**src/rtl/mc_ctrl_pkg.sv**
```systemverilog
// Shared types and encodings for the multi-cycle main controller.
// Optional feature macro: MC_CTRL_JR_EN (enables the jr state).
package mc_ctrl_pkg;

    typedef enum logic [3:0] {
        S_FETCH,
        S_DECODE,
        S_MEM_ADDR,
        S_MEM_RD,
        S_MEM_WR,
        S_MEM_WB,
        S_IMM_EX,
        S_IMM_WB,
        S_EXEC_R,
        S_R_WB,
        S_BRANCH,
        S_JUMP,
        S_JR,
        S_TRAP
    } state_t;

    localparam logic [3:0] OP_RTYPE = 4'b0000;
    localparam logic [3:0] OP_LW    = 4'b0001;
    localparam logic [3:0] OP_SW    = 4'b0010;
    localparam logic [3:0] OP_ADDI  = 4'b0011;
    localparam logic [3:0] OP_SLTI  = 4'b0100;
    localparam logic [3:0] OP_BEQ   = 4'b0101;
    localparam logic [3:0] OP_J     = 4'b0110;

    localparam logic [1:0] ALUOP_RTYPE = 2'b00;
    localparam logic [1:0] ALUOP_SUB   = 2'b01;
    localparam logic [1:0] ALUOP_SLT   = 2'b10;
    localparam logic [1:0] ALUOP_ADD   = 2'b11;

    localparam logic [3:0] FUNCT_ADD = 4'b0000;
    localparam logic [3:0] FUNCT_SUB = 4'b0001;
    localparam logic [3:0] FUNCT_AND = 4'b0010;
    localparam logic [3:0] FUNCT_OR  = 4'b0011;
    localparam logic [3:0] FUNCT_SLT = 4'b0100;
    localparam logic [3:0] FUNCT_JR  = 4'b1000;

    localparam logic [1:0] PCSRC_ALU    = 2'b00;
    localparam logic [1:0] PCSRC_ALUOUT = 2'b01;
    localparam logic [1:0] PCSRC_JUMP   = 2'b10;
    localparam logic [1:0] PCSRC_RS     = 2'b11;

    localparam logic [1:0] SRCB_B     = 2'b00;
    localparam logic [1:0] SRCB_ONE   = 2'b01;
    localparam logic [1:0] SRCB_IMM   = 2'b10;
    localparam logic [1:0] SRCB_BROFF = 2'b11;

    // Complete datapath control word produced for one state.
    typedef struct packed {
        logic       mem_req;
        logic       mem_we;
        logic       i_or_d;
        logic       ir_write;
        logic       pc_write;
        logic       pc_write_cond;
        logic [1:0] pc_source;
        logic       alu_src_a;
        logic [1:0] alu_src_b;
        logic [1:0] alu_op;
        logic [3:0] alu_funct;
        logic       reg_write;
        logic       reg_dst;
        logic       mem_to_reg;
        logic       illegal_op;
    } ctrl_t;

endpackage

```
**src/rtl/mc_ctrl_outdec.sv**
```systemverilog
// Combinational state -> control word decode for the main controller.
// Optional feature macro: MC_CTRL_JR_EN (decodes the jr state).
module mc_ctrl_outdec
    import mc_ctrl_pkg::*;
(
    input  state_t     state,
    input  logic       mem_ready,
    input  logic       imm_slt,
    input  logic [3:0] funct,
    output ctrl_t      ctrl
);

    // Moore decode; only the fetch load enables look at mem_ready.
    always_comb begin
        ctrl = '0;
        case (state)
            S_FETCH: begin
                ctrl.mem_req   = 1'b1;
                ctrl.ir_write  = mem_ready;
                ctrl.pc_write  = mem_ready;
                ctrl.alu_src_b = SRCB_ONE;
                ctrl.alu_op    = ALUOP_ADD;
            end
            S_DECODE: begin
                ctrl.alu_src_b = SRCB_BROFF;
                ctrl.alu_op    = ALUOP_ADD;
            end
            S_MEM_ADDR: begin
                ctrl.alu_src_a = 1'b1;
                ctrl.alu_src_b = SRCB_IMM;
                ctrl.alu_op    = ALUOP_ADD;
            end
            S_IMM_EX: begin
                ctrl.alu_src_a = 1'b1;
                ctrl.alu_src_b = SRCB_IMM;
                ctrl.alu_op    = imm_slt ? ALUOP_SLT : ALUOP_ADD;
            end
            S_MEM_RD: begin
                ctrl.mem_req = 1'b1;
                ctrl.i_or_d  = 1'b1;
            end
            S_MEM_WR: begin
                ctrl.mem_req = 1'b1;
                ctrl.mem_we  = 1'b1;
                ctrl.i_or_d  = 1'b1;
            end
            S_MEM_WB: begin
                ctrl.reg_write  = 1'b1;
                ctrl.mem_to_reg = 1'b1;
            end
            S_IMM_WB: begin
                ctrl.reg_write = 1'b1;
            end
            S_EXEC_R: begin
                ctrl.alu_src_a = 1'b1;
                ctrl.alu_op    = ALUOP_RTYPE;
                ctrl.alu_funct = funct;
            end
            S_R_WB: begin
                ctrl.reg_write = 1'b1;
                ctrl.reg_dst   = 1'b1;
            end
            S_BRANCH: begin
                ctrl.alu_src_a     = 1'b1;
                ctrl.alu_src_b     = SRCB_B;
                ctrl.alu_op        = ALUOP_SUB;
                ctrl.pc_write_cond = 1'b1;
                ctrl.pc_source     = PCSRC_ALUOUT;
            end
            S_JUMP: begin
                ctrl.pc_write  = 1'b1;
                ctrl.pc_source = PCSRC_JUMP;
            end
`ifdef MC_CTRL_JR_EN
            S_JR: begin
                ctrl.pc_write  = 1'b1;
                ctrl.pc_source = PCSRC_RS;
            end
`endif
            S_TRAP: begin
                ctrl.illegal_op = 1'b1;
            end
            default: ctrl = '0;
        endcase
    end

endmodule

```
**src/rtl/mc_main_control.sv**
```systemverilog
// Multi-cycle main control FSM: state register, next-state logic and
// retired-instruction counter; the control word comes from mc_ctrl_outdec.
// Optional feature macro: MC_CTRL_JR_EN (R-type funct 1000 becomes jr).
module mc_main_control
    import mc_ctrl_pkg::*;
#(
    parameter int CNT_W = 16
) (
    input  logic             clk,
    input  logic             rst_n,
    input  logic [3:0]       opcode,
    input  logic [3:0]       funct,
    input  logic             zero,
    input  logic             mem_ready,
    output logic             mem_req,
    output logic             mem_we,
    output logic             i_or_d,
    output logic             ir_write,
    output logic             pc_write,
    output logic             pc_write_cond,
    output logic [1:0]       pc_source,
    output logic             alu_src_a,
    output logic [1:0]       alu_src_b,
    output logic [1:0]       alu_op,
    output logic [3:0]       alu_funct,
    output logic             reg_write,
    output logic             reg_dst,
    output logic             mem_to_reg,
    output logic             illegal_op,
    output logic [CNT_W-1:0] retired_cnt
);

    state_t state, state_nxt;
    logic   is_sw, is_sw_nxt;
    logic   imm_slt, imm_slt_nxt;
    logic   retire;
    ctrl_t  ctrl;

    // The branch decision (pc_write_cond & zero) is made in the datapath;
    // the controller never needs the flag itself.
    logic   unused_zero;
    assign unused_zero = zero;

    // State register plus the decode-time flags that later states rely on,
    // because the opcode is not guaranteed stable after DECODE.
    always_ff @(posedge clk or negedge rst_n) begin
        if (!rst_n) begin
            state   <= S_FETCH;
            is_sw   <= 1'b0;
            imm_slt <= 1'b0;
        end else begin
            state   <= state_nxt;
            is_sw   <= is_sw_nxt;
            imm_slt <= imm_slt_nxt;
        end
    end

    // Next-state logic; opcode is looked at only in DECODE.
    always_comb begin
        state_nxt   = state;
        is_sw_nxt   = is_sw;
        imm_slt_nxt = imm_slt;
        case (state)
            S_FETCH: if (mem_ready) state_nxt = S_DECODE;
            S_DECODE: begin
                is_sw_nxt   = (opcode == OP_SW);
                imm_slt_nxt = (opcode == OP_SLTI);
                case (opcode)
                    OP_LW, OP_SW:     state_nxt = S_MEM_ADDR;
                    OP_ADDI, OP_SLTI: state_nxt = S_IMM_EX;
`ifdef MC_CTRL_JR_EN
                    OP_RTYPE:         state_nxt = (funct == FUNCT_JR) ? S_JR : S_EXEC_R;
`else
                    OP_RTYPE:         state_nxt = S_EXEC_R;
`endif
                    OP_BEQ:           state_nxt = S_BRANCH;
                    OP_J:             state_nxt = S_JUMP;
                    default:          state_nxt = S_TRAP;
                endcase
            end
            S_MEM_ADDR: state_nxt = is_sw ? S_MEM_WR : S_MEM_RD;
            S_MEM_RD:   if (mem_ready) state_nxt = S_MEM_WB;
            S_MEM_WR:   if (mem_ready) state_nxt = S_FETCH;
            S_IMM_EX:   state_nxt = S_IMM_WB;
            S_EXEC_R:   state_nxt = S_R_WB;
            S_MEM_WB, S_IMM_WB, S_R_WB,
            S_BRANCH, S_JUMP, S_JR, S_TRAP: state_nxt = S_FETCH;
            default:    state_nxt = S_FETCH;
        endcase
    end

    // Any return to FETCH completes an instruction, except leaving TRAP.
    assign retire = (state != S_FETCH) && (state != S_TRAP) && (state_nxt == S_FETCH);

    // Retired-instruction counter, wraps naturally at 2^CNT_W.
    always_ff @(posedge clk or negedge rst_n) begin
        if (!rst_n) retired_cnt <= '0;
        else if (retire) retired_cnt <= retired_cnt + CNT_W'(1);
    end

    mc_ctrl_outdec u_outdec (
        .state     (state),
        .mem_ready (mem_ready),
        .imm_slt   (imm_slt),
        .funct     (funct),
        .ctrl      (ctrl)
    );

    assign mem_req       = ctrl.mem_req;
    assign mem_we        = ctrl.mem_we;
    assign i_or_d        = ctrl.i_or_d;
    assign ir_write      = ctrl.ir_write;
    assign pc_write      = ctrl.pc_write;
    assign pc_write_cond = ctrl.pc_write_cond;
    assign pc_source     = ctrl.pc_source;
    assign alu_src_a     = ctrl.alu_src_a;
    assign alu_src_b     = ctrl.alu_src_b;
    assign alu_op        = ctrl.alu_op;
    assign alu_funct     = ctrl.alu_funct;
    assign reg_write     = ctrl.reg_write;
    assign reg_dst       = ctrl.reg_dst;
    assign mem_to_reg    = ctrl.mem_to_reg;
    assign illegal_op    = ctrl.illegal_op;

endmodule

```
**config.mk**
```make
export PLATFORM = sky130hd
export DESIGN_NAME = mc_main_control
export DESIGN_NICKNAME = d
export VERILOG_FILES = /design/src/rtl/mc_ctrl_pkg.sv /design/src/rtl/mc_ctrl_outdec.sv /design/src/rtl/mc_main_control.sv
export SDC_FILE = /design/constraint.sdc
export NUM_CORES = 1
export LEC_CHECK = 0
export BUFFER_PORTS_ARGS = -buffer_cell sky130_fd_sc_hd__buf_4
export CORE_ASPECT_RATIO = 0.5
export CORE_MARGIN = 2
export CORE_UTILIZATION = 25
export DETAILED_ROUTE_END_ITERATION = 10
export GPL_TIMING_DRIVEN = 1
export PLACE_DENSITY = 0.57
export SLEW_MARGIN = 15
export SYNTH_ARGS = -nofsm -noshare
export SYNTH_HDL_FRONTEND = slang
export SYNTH_SLANG_ARGS = --single-unit
```
**constraint.sdc**
```tcl
create_clock -name clk -period 3.2 [get_ports clk]
set_input_delay 0.16 -clock clk [delete_from_list [all_inputs] [get_ports clk]]
set_output_delay 0.16 -clock clk [all_outputs]
set_load 0.01 [all_outputs]
```
==> out/qor.csv, run 1 <==
stage,metric,value,unit
floorplan,starting density of the core,0.2562,
clock_tree,Root Driver,clkbuf_8,
clock_tree,total CTS buffers,3,
placed_design,post-place instance area,1784,µm²
sta,minimum clock period,2780,ps
route,WL/cell,12.48,µm
sta,Pins Over Slew Limit,0,
grt,GRT Residual Overflow,0,
sta,Fmax achieved,0.3597,GHz
logic_synthesis,Mapped Avg Cell Area,9.470,µm²
critical_path,"Largest delay share family, worst path",simple AND/OR/NAND/NOR gates,
logic_synthesis,Synth Net Count,159,
logic_synthesis,cell area after synthesis,1383,µm²
layout,layout cells sized above 1,0.3280,
logic_synthesis,Post-Synth Adder-Cell Area,0.009050,
pwr,PwrDens,818.5,nW/µm²
min_path,HP Class,in2reg,
grt,first-pass GRT wire length,5409,µm
critical_path,worst-path cell chain,"or4b_1, o32ai_1, or4_4, nor4_4, mux2_1",
critical_path,R2R depth,5,
critical_path,Critical Path End,retired_cnt[1],
clock_tree,Post-CTS Resized,0,
route,DR vias/cell,4.573,
sta,final hold vios,0,
clock_tree,worst-skew pair later-pin latency,260,ps
layout,nets,203,
logic_synthesis,post-synthesis compound-gate area fraction,0.1086,
clock_tree,Sink Count,22,
route,Vias,1198,
placed_design,Placed Cells,257,
logic_synthesis,largest family of logic cells by synthesized area,simple AND/OR/NAND/NOR gates,
sta,relative slew slack,0.6011,
critical_path,Critical Path Stages,5,
clock_tree,Longest Clk Path Bufs,2,
critical_path,WP data arrival,2920,ps
critical_path,"slowest stage delay, CP",730,ps
logic_synthesis,number of synthesized flops with an enable pin,0,
logic_synthesis,mux cell area share after synthesis,0.008145,
critical_path,Worst R2R Setup Slack,420,ps
route,residual DRC count,0,
floorplan,Cell Rows,19,
layout,Final Non-Filler Cells,262,
critical_path,slowest CP cell,dfrtp_1,
route,DRT antenna net count,0,
layout,P&R area growth vs syn,34.93,%
critical_path,Worst setup EP type,register,
grt,gr usage total,0.1109,
floorplan,Die Y,56.59,µm
critical_path,kind of critical path,reg2reg,
layout,ant diodes,0,
critical_path,FF-to-FF Start,state[3],
sta,setup TNS,0,ps
floorplan,Die Footprint,6177,µm²
critical_path,critical path launch point,state[3],
grt,largest net degree at the start of global routing,23,
route,DRT Pass-1 Iters,4,
grt,number of antenna violations at the first check in global routing,0,
sta,Final period util,0.8689,
critical_path,CP bufs+invs,0,
logic_synthesis,dominant synthesized flop cell,dfrtp_1,
logic_synthesis,share of the synthesized area in the top cell type,0.3982,
sta,RSZ-0062 raised after global routing,no,
placed_design,GP Congestion,0.7335,
pwr,Leak Pwr,0.0008259,µW
sta,clk_skew,8.322,ps
pwr,VDD IR-drop max,0.3468,mV
pwr,PnR Total Power,1527,µW
layout,Final Instance Area,1866,µm²
clock_tree,"Clk pin slew, worst setup/hold paths",80,ps
critical_path,Critical Path Start Type,register,
logic_synthesis,"Seq/Total Area, Yosys",0.3982,
placed_design,port bufs,47,
critical_path,"Req. time, crit path",3340,ps
logic_synthesis,Synth cell types,45,
logic_synthesis,yosys warns,0,
floorplan,Ports,49,
floorplan,Die X,109.2,µm
logic_synthesis,xor and xnor area share after synthesis,0.1014,
clock_tree,CTS H-tree lvls,1,
critical_path,worst-path fanout max,18,
grt,vias in the first global route,1101,
status,outcome,completed,
run,Max-Cap Viols,0,
sta,Final setup viols,0,
sta,Hold WS,217.2,ps
logic_synthesis,Synth Area in Simple Gates,0.3412,
route,Initial DRC Count,50,
sta,worst-margin pin slew,598.3,ps
placed_design,hpwl dp,2450,µm
logic_synthesis,"FF+latch count, synth",22,
route,"wirelength, routed",3271,µm
logic_synthesis,"top cells by area, synth","dfrtp_1 (40%), xnor2_1 (9.5%), nor2_1 (4.6%)",
logic_synthesis,cell count after synthesis,146,
logic_synthesis,Synth area leader,dfrtp_1,
logic_synthesis,ys async rst share,1.000,
floorplan,core area,5396,µm²
critical_path,Worst R2R End,retired_cnt[1],
clock_tree,CTS tree,yes,
[sequential cells by signal, indices dropped and copies added (netlist names)]
register	count
is_sw	1
state	4
imm_slt	1
retired_cnt	16
[tightest hold or removal path: cells and delay by family]
family	cells	cell delay [ps]
AOI/OAI and AO/OA	1	100
buffers and inverters	1	120
and+or+nand+nor	1	60
[how the worst min path moves through the flow]
| stage | from | to | slack, ps | cells after the start |
|---|---|---|---|---|
| floorplan | rst_n | imm_slt | -140 | 0 |
| global placement | rst_n | retired_cnt[11] | 60 | 1 |
| global route | opcode[3] | state[3] | 230 | 3 |
| finish | opcode[3] | state[3] | 220 | 3 |
| CTS | opcode[3] | state[3] | 210 | 3 |
| detailed placement | rst_n | retired_cnt[12] | 60 | 1 |
[cell usage in the layout, fill, tap and decap left out, types with 4 or more instances in the layout]
cell,n
nor3_1,5
nand4_1,4
xnor2_1,15
nand3_1,7
and2_1,10
a211oi_1,4
dfrtp_1,22
o21ai_0,4
nand2_1,6
buf_4,47
nor2_1,17
[metal layers]
| layer | vias to the layer above | global-route usage | wire [µm] |
|---|---|---|---|
| met1 | 562 | 0.1441 | 1521 |
| met2 | 23 | 0.1792 | 1546 |
| met5 | - | 0 | 0 |
| met4 | 0 | 0.03074 | 15 |
| met3 | 2 | 0.03368 | 187 |
| li1 | 611 | - | - |
[kinds of logic after synthesis]
kind of cell | Yosys count
AOI/OAI and AO/OA | 21
xor gates and xnor gates | 16
adders and majority gates | 1
buffers and inverters | 10
DFF | 22
muxes | 1
and+or+nand+nor | 75
[timing repair]
item | in CTS | in global routing
buffers inserted | 0 | 0
hold buffers | 1 | 0
hold endpoints to repair | 22 | 0
[stage by stage]
step	utilization	setup WS, ps
6_report	0.3457	419.7
5_1_grt	0.3457	245.5
4_1_cts	0.3457	424.4
3_5_place_dp	0.3306	441.6
3_3_place_gp	0.3306	491.0
2_1_floorplan	-	1003
[cells in the mapped netlist, drive strengths merged, types with 2 or more instances]
| cell | n |
|---|---|
| and3 | 4 |
| o22ai | 2 |
| nor4 | 2 |
| nor2b | 3 |
| xnor2 | 15 |
| buf | 3 |
| nand2 | 6 |
| nor3 | 5 |
| nand4 | 4 |
| o21ai | 4 |
| nand2b | 4 |
| or4b | 3 |
| clkbuf | 6 |
| o21a | 2 |
| a211oi | 4 |
| and2 | 10 |
| nor3b | 2 |
| nand3 | 7 |
| nor2 | 17 |
| dfrtp | 22 |
[report_power, final]
group	switching [µW]	total, µW	internal [µW]
Sequential	143	486	343
Combinational	391	789	398
Clock	85.3	252	167
Total	619	1530	908
[area by class of cell]
| class | instances | area [µm²] |
|---|---|---|
| clock inverters | 1 | 30.03 |
| multi-input cells | 114 | 785.8 |
| flip-flops and latches | 22 | 550.5 |
| repair buffers | 48 | 362.8 |
| inverters | 1 | 3.754 |
| well taps | 73 | 91.34 |
| clock buffers | 3 | 41.29 |
| fillers | 539 | 3531 |
No activity file was read; power rests on OpenSTA's default activity.
==> inputs of run 2 (changes only) <==
--- a/config.mk
+++ b/config.mk
@@ -11,7 +11,7 @@
 export CORE_UTILIZATION = 25
 export DETAILED_ROUTE_END_ITERATION = 10
 export GPL_TIMING_DRIVEN = 1
-export PLACE_DENSITY = 0.57
+export PLACE_DENSITY = 0.44
 export SLEW_MARGIN = 15
 export SYNTH_ARGS = -nofsm -noshare
 export SYNTH_HDL_FRONTEND = slang
==> out/qor.csv, run 2 (synthesized netlist as in run 1, its figures left out) <==
stage,metric,value,unit,change
status,outcome,completed,,
sta,minimum clock period,2658,ps,-122.2 ps
pwr,Sw Share,0.4027,,-0.002640
sta,clk_skew,5.130,ps,-3.192 ps
layout,FILL cells,579,,+7.4%
pwr,Logic pwr share,0.536,,+0.020
critical_path,critical path launch point,state[2],,
pwr,Clk network pwr share,0.172,,+0.007
sta,setup TNS,0,ps,unchanged
sta,Final setup viols,0,,unchanged
layout,P&R area growth vs syn,36.02,%,
pwr,P_sw,621.6,µW,+0.44%
route,WL/cell,12.33,µm,-1.3%
route,DRT Pass-1 Iters,4,,unchanged
critical_path,WP data arrival,2820,ps,-100 ps
floorplan,starting density of the core,0.2562,,unchanged
critical_path,kind of critical path,reg2reg,,
floorplan,Die Footprint,6177,µm²,unchanged
critical_path,worst-path fanout max,17,,-1
run,Max-Cap Viols,0,,unchanged
clock_tree,Post-CTS Resized,0,,unchanged
clock_tree,total CTS buffers,3,,unchanged
sta,Hold WS,208.0,ps,-9.158 ps
grt,largest net degree at the start of global routing,23,,unchanged
critical_path,"Req. time, crit path",3360,ps,+20 ps
clock_tree,"Hold-fix buffers, CTS",1,,unchanged
pwr,PwrDens,820.9,nW/µm²,+0.30%
layout,layout cells sized above 1,0.3351,,+0.007036
route,residual DRC count,0,,unchanged
pwr,internal cell power,922.1,µW,+1.6%
pwr,Seq pwr share,0.293,,-0.025
clock_tree,CTS H-tree lvls,1,,unchanged
sta,Pins Over Slew Limit,0,,unchanged
clock_tree,worst-skew pair later-pin latency,270,ps,about the same
clock_tree,"Clk pin slew, worst setup/hold paths",90,ps,about the same
grt,first-pass GRT wire length,5644,µm,+4.3%
layout,biggest regs,"retired_cnt: 16 flops, state: 4 flops",,
min_path,HP Class,in2reg,,
layout,nets,205,,+0.99%
sta,Fmax achieved,0.3762,GHz,+4.6%
grt,gr usage total,0.1138,,+0.002908
grt,vias in the first global route,1183,,+7.4%
pwr,Leak Pwr,0.0008363,µW,+1.3%
route,DR vias/cell,4.572,,about the same
floorplan,Ports,49,,unchanged
critical_path,Worst R2R Setup Slack,540,ps,+120 ps
route,DRT antenna net count,0,,unchanged
floorplan,Cell Rows,19,,unchanged
floorplan,Die X,109.2,µm,unchanged
layout,Largest register FFs,16,,unchanged
grt,GRT Residual Overflow,0,,unchanged
sta,worst-margin pin slew,574.5,ps,-23.78 ps
sta,Final period util,0.8307,,-0.03819
pwr,VDD IR-drop max,0.3031,mV,-13%
clock_tree,Longest Clk Path Bufs,2,,unchanged
clock_tree,CTS tree,yes,,
route,"wirelength, routed",3254,µm,-0.52%
placed_design,hpwl dp,2437,µm,-0.53%
layout,"most common cell after layout, fill and taps aside",buf_4,,
floorplan,Die Y,56.59,µm,unchanged
sta,relative slew slack,0.6140,,+0.01291
critical_path,R2R depth,6,,+1
grt,number of antenna violations at the first check in global routing,0,,unchanged
critical_path,Worst R2R End,retired_cnt[12],,
critical_path,FF-to-FF Start,state[2],,
sta,final hold vios,0,,unchanged
clock_tree,post-CTS setup buffers,0,,unchanged
critical_path,Worst setup EP type,register,,
floorplan,core area,5396,µm²,unchanged
route,Vias,1207,,+0.75%
route,Initial DRC Count,7,,-86%
clock_tree,Root Driver,clkbuf_8,,
critical_path,Critical Path Start Type,register,,
clock_tree,Sink Count,22,,unchanged
placed_design,port bufs,47,,unchanged
layout,Reg with most FFs,retired_cnt,,
layout,ant diodes,0,,unchanged
critical_path,Critical Path End,retired_cnt[12],,
sta,RSZ-0062 raised after global routing,no,,
layout,"commonest non-fill, non-tap cells in the layout","buf_4 (49), dfrtp_1 (22), nor2_1 (17)",,
placed_design,GP Congestion,0.6661,,-9.2%
[run 2: cell count changes in the layout (fill, tap and decap cells not counted)]
cell | previous run | this run
buf_4 | 47 | 49
[run 2: power by group through the flow]
stage / sequential (µW) / clock, µW / combinational [µW]
2_1_floorplan: 416 / 0 / 565
3_3_place_gp: 458 / 0 / 837
3_5_place_dp: 459 / 0 / 838
4_1_cts: 454 / 275 / 842
5_1_grt: 471 / 281 / 922
6_report: 452 / 265 / 827
[run 2: per-stage QoR]
stage                       util  cell area (µm²)  cells  total power (µW)  worst slack [ps]
after floorplan                -             1383    146             980.9              1003
after global placement    0.3334             1799    259              1295             533.9
after detailed placement  0.3334             1799    259              1297             545.7
after CTS                 0.3485             1881    264              1570             519.1
after global routing      0.3485             1881    264              1674             354.0
final                     0.3485             1881    264              1544             541.9
[run 2: worst min path at each step]
stage | endpoint | cells past startpoint | startpoint | slack, ps
5_1_grt | is_sw | 3 | opcode[3] | 250
3_3_place_gp | retired_cnt[12] | 1 | rst_n | 70
6_report | state[3] | 3 | opcode[3] | 210
2_1_floorplan | imm_slt | 0 | rst_n | -140
4_1_cts | state[3] | 3 | opcode[3] | 200
3_5_place_dp | retired_cnt[12] | 1 | rst_n | 80
[run 2: layout make-up]
| type | instances | area (µm²) | area share |
|---|---|---|---|
| Sequential cell | 22 | 550.5 | 0.2927 |
| Clock buffer | 3 | 41.29 | 0.02196 |
| Tap cell | 73 | 91.34 | 0.04857 |
| Timing Repair Buffer | 50 | 377.9 | 0.2009 |
| Inverter | 1 | 3.754 | 0.001996 |
| Multi-Input combinational cell | 114 | 785.8 | 0.4178 |
| Clock inverter | 1 | 30.03 | 0.01597 |
[run 2: worst max-delay path, cell delays in order, from the launching register on]
cell and delay [ps]:
dfrtp_1 630, or4b_1 350, o32ai_1 120, or4_4 550
nor4_4 540, nand4_1 200, xnor2_1 170
[run 2: per-layer routing]
metal	vias to the layer above	share of wire	track usage
li1	611	-	-
met1	573	0.50	0.1618
met2	19	0.44	0.1775
met3	4	0.041	0.02323
met4	0	0.010	0.02712
met5	-	0	0
==> inputs of run 3 (changes only) <==
--- a/config.mk
+++ b/config.mk
@@ -11,7 +11,7 @@
 export CORE_UTILIZATION = 25
 export DETAILED_ROUTE_END_ITERATION = 10
 export GPL_TIMING_DRIVEN = 1
-export PLACE_DENSITY = 0.44
+export PLACE_DENSITY = 0.45
 export SLEW_MARGIN = 15
 export SYNTH_ARGS = -nofsm -noshare
 export SYNTH_HDL_FRONTEND = slang
==> constraint.sdc (replaced) <==
create_clock -name clk -period 2.22 [get_ports clk]
set_input_delay 0.111 -clock clk [delete_from_list [all_inputs] [get_ports clk]]
set_output_delay 0.111 -clock clk [all_outputs]
set_load 0.01 [all_outputs]
==> out/qor.csv, run 3 (synthesized netlist as in run 1, its figures left out) <==
stage,metric,value,unit,change
floorplan,Ports,49,,unchanged
layout,Largest register FFs,16,,unchanged
critical_path,Critical Path Start Type,register,,
pwr,Leak Pwr,0.0009329,µW,+12%
floorplan,core area,5396,µm²,unchanged
critical_path,kind of critical path,reg2reg,,
sta,clk_skew,7.521,ps,+2.391 ps
route,residual DRC count,0,,unchanged
grt,Most Crowded Layer GR,met2,,
layout,Final Non-Filler Cells,282,,+6.8%
sta,setup TNS,0,ps,unchanged
grt,gr usage total,0.1227,,+0.008859
critical_path,"slowest stage delay, CP",540,ps,-90 ps
clock_tree,CTS tree,yes,,
critical_path,worst-path fanout max,6,,-11
placed_design,post-place instance area,1897,µm²,+5.4%
grt,first-pass GRT wire length,5996,µm,+6.2%
placed_design,port bufs,47,,unchanged
clock_tree,Sink Count,22,,unchanged
layout,"most common cell after layout, fill and taps aside",buf_4,,
layout,Final Instance Area,2062,µm²,+9.6%
route,Initial DRC Count,24,,+17
critical_path,Worst setup EP type,register,,
sta,Fmax achieved,0.4604,GHz,+22%
clock_tree,Root Driver,clkbuf_8,,
sta,worst setup margin,47.98,ps,-493.9 ps
grt,number of antenna violations at the first check in global routing,0,,unchanged
clock_tree,"Clk pin slew, worst setup/hold paths",90,ps,about the same
route,"wirelength, routed",3607,µm,+11%
sta,minimum clock period,2172,ps,-486.1 ps
route,DRT antenna net count,0,,unchanged
pwr,VDD IR-drop max,0.4336,mV,+43%
layout,"commonest non-fill, non-tap cells in the layout","buf_4 (60), dfrtp_1 (19), nor2_1 (15), xnor2_1 (15), and2_1 (10)",,
min_path,HP Class,in2reg,,
critical_path,WP data arrival,2340,ps,-480 ps
floorplan,Die Y,56.59,µm,unchanged
sta,worst-margin pin slew,463.8,ps,-110.7 ps
layout,nets,223,,+8.8%
clock_tree,total CTS buffers,3,,unchanged
placed_design,hpwl dp,2589,µm,+6.3%
grt,GRT Residual Overflow,0,,unchanged
grt,global-route met1 utilization,0.1674,,+0.005607
sta,Final setup viols,0,,unchanged
critical_path,slowest CP cell,or4_4,,
status,outcome,completed,,
layout,layout cells sized above 1,0.4306,,+0.09554
sta,relative slew slack,0.6885,,+0.07446
placed_design,Placed Cells,272,,+5.0%
critical_path,worst-path cell chain,"and2b_1, o32ai_1, or4_4, nor4_4, buf_2, nand3_1, xnor2_1",,
route,DR vias/cell,4.560,,-0.26%
sta,Hold WS,167.6,ps,-40.45 ps
sta,Final period util,0.9784,,+0.1477
run,Max-Cap Viols,0,,unchanged
critical_path,"Req. time, crit path",2380,ps,-980 ps
layout,biggest regs,"retired_cnt: 16 flops, state: 4 flops",,
clock_tree,Longest Clk Path Bufs,2,,unchanged
floorplan,starting density of the core,0.2562,,unchanged
route,WL/cell,12.79,µm,+3.8%
layout,P&R area growth vs syn,49.14,%,
layout,Reg with most FFs,retired_cnt,,
floorplan,Die Footprint,6177,µm²,unchanged
floorplan,Die X,109.2,µm,unchanged
clock_tree,CTS H-tree lvls,1,,unchanged
placed_design,dpl ws,-123.4,ps,-669.0 ps
route,DRT Pass-1 Iters,4,,unchanged
sta,final hold vios,0,,unchanged
route,Vias,1286,,+6.5%
pwr,PwrDens,1223,nW/µm²,+49%
grt,met3 Usage GRT,0.02904,,+0.005807
clock_tree,worst-skew pair later-pin latency,270,ps,about the same
grt,vias in the first global route,1268,,+7.2%
grt,M2 GR Usage,0.2005,,+0.02307
grt,largest net degree at the start of global routing,23,,unchanged
sta,RSZ-0062 raised after global routing,yes,,
layout,ant diodes,0,,unchanged
floorplan,Cell Rows,19,,unchanged
sta,Pins Over Slew Limit,0,,unchanged
placed_design,GP Congestion,0.7816,,+17%
-- run 3: metal layers --
layer / routed length (µm) / vias up / share of wire
met3: 125 / 2 / 0.035
met5: 0 / - / 0
li1: - / 642 / -
met4: 29 / 0 / 0.0080
met2: 1689 / 21 / 0.47
met1: 1762 / 621 / 0.49
-- run 3: power breakdown --
part           internal (µW)  total (µW)  switching [µW]
registers                501         608             106
logic                    807        1530             720
clock network            241         388             146
-- run 3: worst max-delay path: cells and delay by family (launching register included) --
kind | cells | cell delay [ps]
DFF | 1 | 450
and+or+nand+nor | 4 | 1190
xor gates and xnor gates | 1 | 140
AOI/OAI and AO/OA | 1 | 70
buffers and inverters | 1 | 210
-- run 3: final timing paths --
check | startpoint | endpoint | slack, ps | cells after the start
setup / recovery | state[2] | retired_cnt[11] | 50 | 7
hold / removal | opcode[3] | state[3] | 170 | 3
setup reg to reg | state[2] | retired_cnt[11] | 50 | 7
hold reg to reg | retired_cnt[15] | retired_cnt[15] | 480 | 1
max in group asynchronous | rst_n | state[1] | 1680 | 2
min in group asynchronous | rst_n | retired_cnt[11] | 270 | 2
-- run 3: layout make-up --
| cell class | instances | area (µm²) |
|---|---|---|
| Clock inverter | 1 | 30.03 |
| Multi-Input combinational cell | 114 | 808.3 |
| Fill cell | 553 | 3334 |
| Tap cell | 73 | 91.34 |
| Timing Repair Buffer | 68 | 533.0 |
| Clock buffer | 3 | 41.29 |
| Inverter | 1 | 3.754 |
| Sequential cell | 22 | 554.3 |
-- run 3: stage by stage --
step / power [µW] / utilization
2_1_floorplan: 1414 / -
3_3_place_gp: 2025 / 0.3515
3_5_place_dp: 2035 / 0.3515
4_1_cts: 2463 / 0.3712
5_1_grt: 2710 / 0.3821
6_report: 2522 / 0.3821
-- run 3: repair_timing --
| item | in CTS | in global routing |
|---|---|---|
| endpoints found under the hold margin | 22 | 0 |
| pin swaps | 2 | 10 |
| hold buffers | 1 | 0 |
| resized for setup | 2 | 12 |
| setup endpoints to repair | 9 | 11 |
| setup buffers | 3 | 4 |
| gates cloned | 0 | 1 |
